<file path="config.mk">
export PLATFORM = sky130hd
export DESIGN_NAME = memory_writeback_register
export DESIGN_NICKNAME = d
export VERILOG_FILES = /design/src/rtl/cpu_pkg.sv /design/src/rtl/mux_2.sv /design/src/rtl/memory_writeback_register.sv
export SDC_FILE = /design/constraint.sdc
export NUM_CORES = 1
export LEC_CHECK = 0
export BUFFER_PORTS_ARGS = -buffer_cell sky130_fd_sc_hd__buf_2
export CAP_MARGIN = 10
export CORE_MARGIN = 2
export CORE_UTILIZATION = 48
export CTS_CLUSTER_SIZE = 10
export DETAILED_ROUTE_END_ITERATION = 8
export PLACE_DENSITY = 0.94
export SLEW_MARGIN = 20
export SYNTH_ARGS = -nofsm -noshare
export SYNTH_HDL_FRONTEND = slang
export SYNTH_HIERARCHICAL = 1
export SYNTH_SLANG_ARGS = --single-unit
</file>
<file path="constraint.sdc">
create_clock -name clk -period 2.2 [get_ports clk]
set_input_delay 0.33 -clock clk [delete_from_list [all_inputs] [get_ports clk]]
set_output_delay 0.33 -clock clk [all_outputs]
set_load 0.02 [all_outputs]
</file>
<file path="src/rtl/cpu_pkg.sv">
// Shared definitions for the 16-bit pipelined CPU datapath.
package cpu_pkg;

  localparam int DATA_WIDTH = 16;

  // Writeback source select encodings
  localparam logic WB_SEL_MEM  = 1'b0;
  localparam logic WB_SEL_CALC = 1'b1;

endpackage : cpu_pkg

</file>
<file path="src/rtl/mux_2.sv">
// Parameterised 2:1 multiplexer, shared across the datapath.
module mux_2 #(
  parameter int WIDTH = 16
) (
  input  logic [WIDTH-1:0] data0,
  input  logic [WIDTH-1:0] data1,
  input  logic             select,
  output logic [WIDTH-1:0] out
);

  // Pick data1 when select is high, otherwise data0; the unselected input never reaches out
  always_comb begin
    out = data0;
    if (select) begin
      out = data1;
    end
  end

endmodule : mux_2

</file>
<file path="src/rtl/memory_writeback_register.sv">
// Memory/Writeback pipeline register with the writeback source-select mux.
module memory_writeback_register
  import cpu_pkg::*;
#(
  parameter int WIDTH = DATA_WIDTH
) (
  input  logic             clk,
  input  logic             rst_n,
  input  logic             stall,
  input  logic             flush,
  input  logic             wbs_in,
  input  logic [WIDTH-1:0] memData_in,
  input  logic [WIDTH-1:0] calcData_in,
  input  logic             ni_in,
  output logic             wbs_out,
  output logic [WIDTH-1:0] memData_out,
  output logic [WIDTH-1:0] calcData_out,
  output logic             ni_out,
  output logic [WIDTH-1:0] wb_data
);

  // Stage registers: reset/flush load a bubble, flush beats stall, stall holds, else load
  always_ff @(posedge clk or negedge rst_n) begin
    if (!rst_n) begin
      wbs_out      <= WB_SEL_MEM;
      memData_out  <= '0;
      calcData_out <= '0;
      ni_out       <= 1'b0;
    end else if (flush) begin
      wbs_out      <= WB_SEL_MEM;
      memData_out  <= '0;
      calcData_out <= '0;
      ni_out       <= 1'b0;
    end else if (!stall) begin
      wbs_out      <= wbs_in;
      memData_out  <= memData_in;
      calcData_out <= calcData_in;
      ni_out       <= ni_in;
    end
  end

  // Writeback data is chosen only from the registered values, never from the inputs
  mux_2 #(
    .WIDTH(WIDTH)
  ) u_wb_mux (
    .data0 (memData_out),
    .data1 (calcData_out),
    .select(wbs_out),
    .out   (wb_data)
  );

endmodule : memory_writeback_register

</file>
## Word level (Yosys, flattened, before mapping)

Cells that the tools add are included.

| word-level totals | value |
|---|---|
| input bits | 38 |
| flip-flop bits (word level) | 34 |

| cells by class | value |
|---|---|
| mux-type cells | 9 |
| equal/unequal tests | 1 |

Operators with widths:

| cell | number |
|---|---|
| 16-bit 2-to-1 mux | 5 |
| 1-bit 2-to-1 mux | 4 |
| 2-bit by 1-bit inequality test with 1-bit output, second input constant | 1 |

## Logic depth before layout (Yosys ltp)

| logic depth | value |
|---|---|
| word-level depth | 2 |
| depth in mapped cells | 4 |
| mapped depth without buffers | 2 |

## Cells and area by module

Netlist, hierarchy kept.

By module, submodules not included:

| module | area an instance (um2) | times used | cells an instance |
|---|---|---|---|
| memory_writeback_register | 1408.9 | 1 | 110 |
| mux_2 | 249.0 | 1 | 18 |

## Worst setup path after synthesis

Ideal clock, no wire load.

| path | value |
|---|---|
| kind | reg-to-output |
| start | reg wbs_out |
| end | out wb_data[10] |
| buffers on the path | 2 |
| path slack | 0.775 ns |
| stages on the path, launching flop included | 4 |
| arrival time | 1.095 ns |
| cell sequence | dfrtp_1 > buf_6 > buf_12 > mux2_4 |

| on the way | value |
|---|---|
| longest elaborated chain between the ends | 1 |

Ends and longest elaborated chain:

| element | line | source |
|---|---|---|
| from (decl) | memory_writeback_register.sv:15 | `output logic wbs_out,` |
| from (signal assigned) | memory_writeback_register.sv:35 | `wbs_out <= wbs_in;` |
| 16-bit 2-to-1 mux | mux_2.sv:14 | `if (select) begin` |
| to (decl) | memory_writeback_register.sv:19 | `output logic [WIDTH-1:0] wb_data` |

No other way between the ends.

## Final worst setup path

| path | value |
|---|---|
| start | reg wbs_out |
| end | out wb_data[3] |

Same word-level chain as after synthesis.

==> summary.txt <==
Yosys
  – Synth unique cells: 9
  – Synth area leaders: dfrtp_1, mux2i_1, mux2_4
  – Post-synthesis sequential area ratio: 0.513
  – Flops & latches, synth: 34
  – Post-synthesis net count: 166
  – Yosys top cell area share: 0.513
  – Post-Synthesis Cell Area: 0.00166 mm²
  – Syn Area/Cell: 13.0 µm²
  – Yosys warns: 6
  – Synth area leader: dfrtp_1
  – Syn Inst Count: 128

Pwr
  – Pwr Total: 1.43 mW
  – P_leak: 1.26 nW
  – Internal power: 1.03 mW
  – Worst IR drop on VDD: 401 µV
  – Logic pwr share: 0.208
  – PD cells: 674 mW/mm²
  – Switching pwr: 0.402 mW
  – Seq pwr share: 0.483
  – Switching share of power: 0.281
  – Clock power share: 0.309

Global routing
  – GR Overflow Total: 0
  – Layer with the highest usage: met2
  – Grt met2 use: 0.366
  – Met1 Use GR: 0.244
  – GRT Overall Usage: 0.209
  – Largest net degree at the start of global routing: 35
  – Met3 usage: 0.0432
  – First-pass GRT wire length: 6.38 mm
  – Initial antenna violation count: 0
  – Number of global-route vias before repair: 1308

Worst setup path
  – CP Capture Type: output port
  – Crit path max fanout: 11
  – R2r startpoint: wbs_out
  – Crit path from: wbs_out
  – CP required: 1.87 ns
  – Setup Crit Path Kind: flip-flop to output port
  – Startpoint types: flip-flop
  – WP data arrival: 1.66 ns

Timing
  – Skew final: 0 ns
  – Final worst path period share: 0.904
  – F_max: 503 MHz
  – Minimum clock period: 1.99 ns
  – Relative slew slack: 0.506
  – Post-route setup TNS: 0 ns
  – Final setup fails: 0
  – Worst-Margin Slew: 0.741 ns
  – Max-slew violations: 0
  – RSZ-0062 raised after global routing: false
  – Fin. Hold Viols: 0

Cells and area
  – Final #Nets: 252
  – Commonest non-fill, non-tap cell in the layout: buf_2
  – Area Growth Syn to Fin: 27.8%
  – Final Cell Area: 0.00212 mm²
  – Fill cell count: 287
  – ANT cells: 0
  – Layout cells sized above 1: 0.516
  – Most frequent cells in the layout: buf_2, mux2i_1, nor2_1, dfrtp_1, mux2_4

Drt
  – First drt pass iteration count: 4
  – Drt total wl: 3.70 mm
  – Drt drc: 0
  – Initial DRC count: 45
  – WL per Instance: 14.2 µm
  – Vias per inst: 4.98
  – Via Count: 1300
  – Post-route ant nets: 0

Clocking
  – CTS resizes: 0
  – Clock sinks: 34
  – Setup Fix Bufs, Post-CTS: 0
  – Reg clk slew, reported paths: 0.10 ns
  – Hold buffers post-CTS: 0
  – CTS tree: yes
  – Longest Clk Path Bufs: 2
  – H-tree levels: 2
  – Root buffer cell: clkbuf_4
  – CTS Buf Count: 5
  – Clock Latency Late Sink: 0.33 ns

Hold path
  – Worst hold-check path type: primary input to asynchronous set/reset pin

Placed design
  – Gpl congestion: 0.788
  – Cell Area, Placed: 0.00204 mm²
  – # port buffers: 87
  – Dpl hpwl: 2.73 mm

Die
  – Die ar.: 0.00394 mm²
  – Die width: 62.8 µm
  – I/O pin cnt: 88
  – Die height: 62.8 µm
  – # rows: 21
  – Starting Density: 0.497
  – Core Area: 0.00334 mm²

Outcome
  – Outcome: finished, final reports clean

Job
  – Max-cap viol count: 0
-- final cells by class --
| type | instances | area, µm² | area share |
|---|---|---|---|
| flip-flops and latches | 34 | 851 | 0.401 |
| well taps | 46 | 57.6 | 0.0272 |
| repair buffers | 89 | 450 | 0.213 |
| clock inverters | 1 | 30.0 | 0.0142 |
| multi-input cells | 84 | 686 | 0.323 |
| clock buffers | 7 | 45.0 | 0.0213 |
-- sequential cells by signal, indices dropped and copies added, names as in the netlist --
name / count
calcData_out: 16
memData_out: 16
ni_out: 1
wbs_out: 1
-- per-stage QoR --
step | util | setup WS, ns | cells | hold WS (ns)
floorplan | - | 0.775 | 128 | 0.0344
global placement | 0.613 | 0.603 | 253 | 0.425
detailed placement | 0.613 | 0.581 | 253 | 0.430
CTS | 0.635 | 0.204 | 261 | 0.0665
global route | 0.635 | 0.117 | 261 | 0.0831
finish | 0.635 | 0.212 | 261 | 0.0402
-- path summary, 6_finish.rpt --
| check | cells past startpoint | to | slack [ns] |
|---|---|---|---|
| max in group asynchronous | 1 | memData_out[15] | 1.67 |
| hold / removal | 1 | calcData_out[5] | 0.04 |
| setup reg to reg | 2 | wbs_out | 1.36 |
| setup / recovery | 3 | wb_data[3] | 0.21 |
| min in group clk | 3 | calcData_out[4] | 0.23 |
| hold reg to reg | 2 | ni_out | 0.53 |
-- power by group through the flow --
stage | logic (mW) | clock network, mW | registers [mW]
after floorplan | 0.162 | 0 | 0.740
after global placement | 0.293 | 0 | 0.700
after detailed placement | 0.300 | 0 | 0.703
after CTS | 0.301 | 0.448 | 0.691
after global routing | 0.321 | 0.488 | 0.697
final | 0.297 | 0.442 | 0.691
-- kinds of logic (layout without fill, tap and decap cells) --
logic type             after synthesis  in the layout  synth area share
buffers and inverters               10             97            0.0732
muxes                               50             50             0.337
DFF                                 34             34             0.513
and+or+nand+nor                     34             34            0.0770
-- routing by layer --
layer | wire (µm) | up-vias | share of wire
met4 | 74 | 0 | 0.020
met2 | 1900 | 55 | 0.51
met1 | 1510 | 633 | 0.41
met3 | 213 | 10 | 0.058
li1 | - | 602 | -
met5 | 0 | - | 0
-- critical path: stages, from the launching register on --
cell and delay, ns:
dfrtp_1 0.51, buf_4 0.30, mux2_2 0.35, buf_2 0.16
-- cells in the mapped netlist --
master and number:
dfrtp_1 34, mux2i_1 34, nor2_1 34, mux2_4 10
mux2_2 6, buf_12 4, buf_2 3, buf_6 2
buf_1 1
Note: power is estimated with default switching activity, not from simulation.
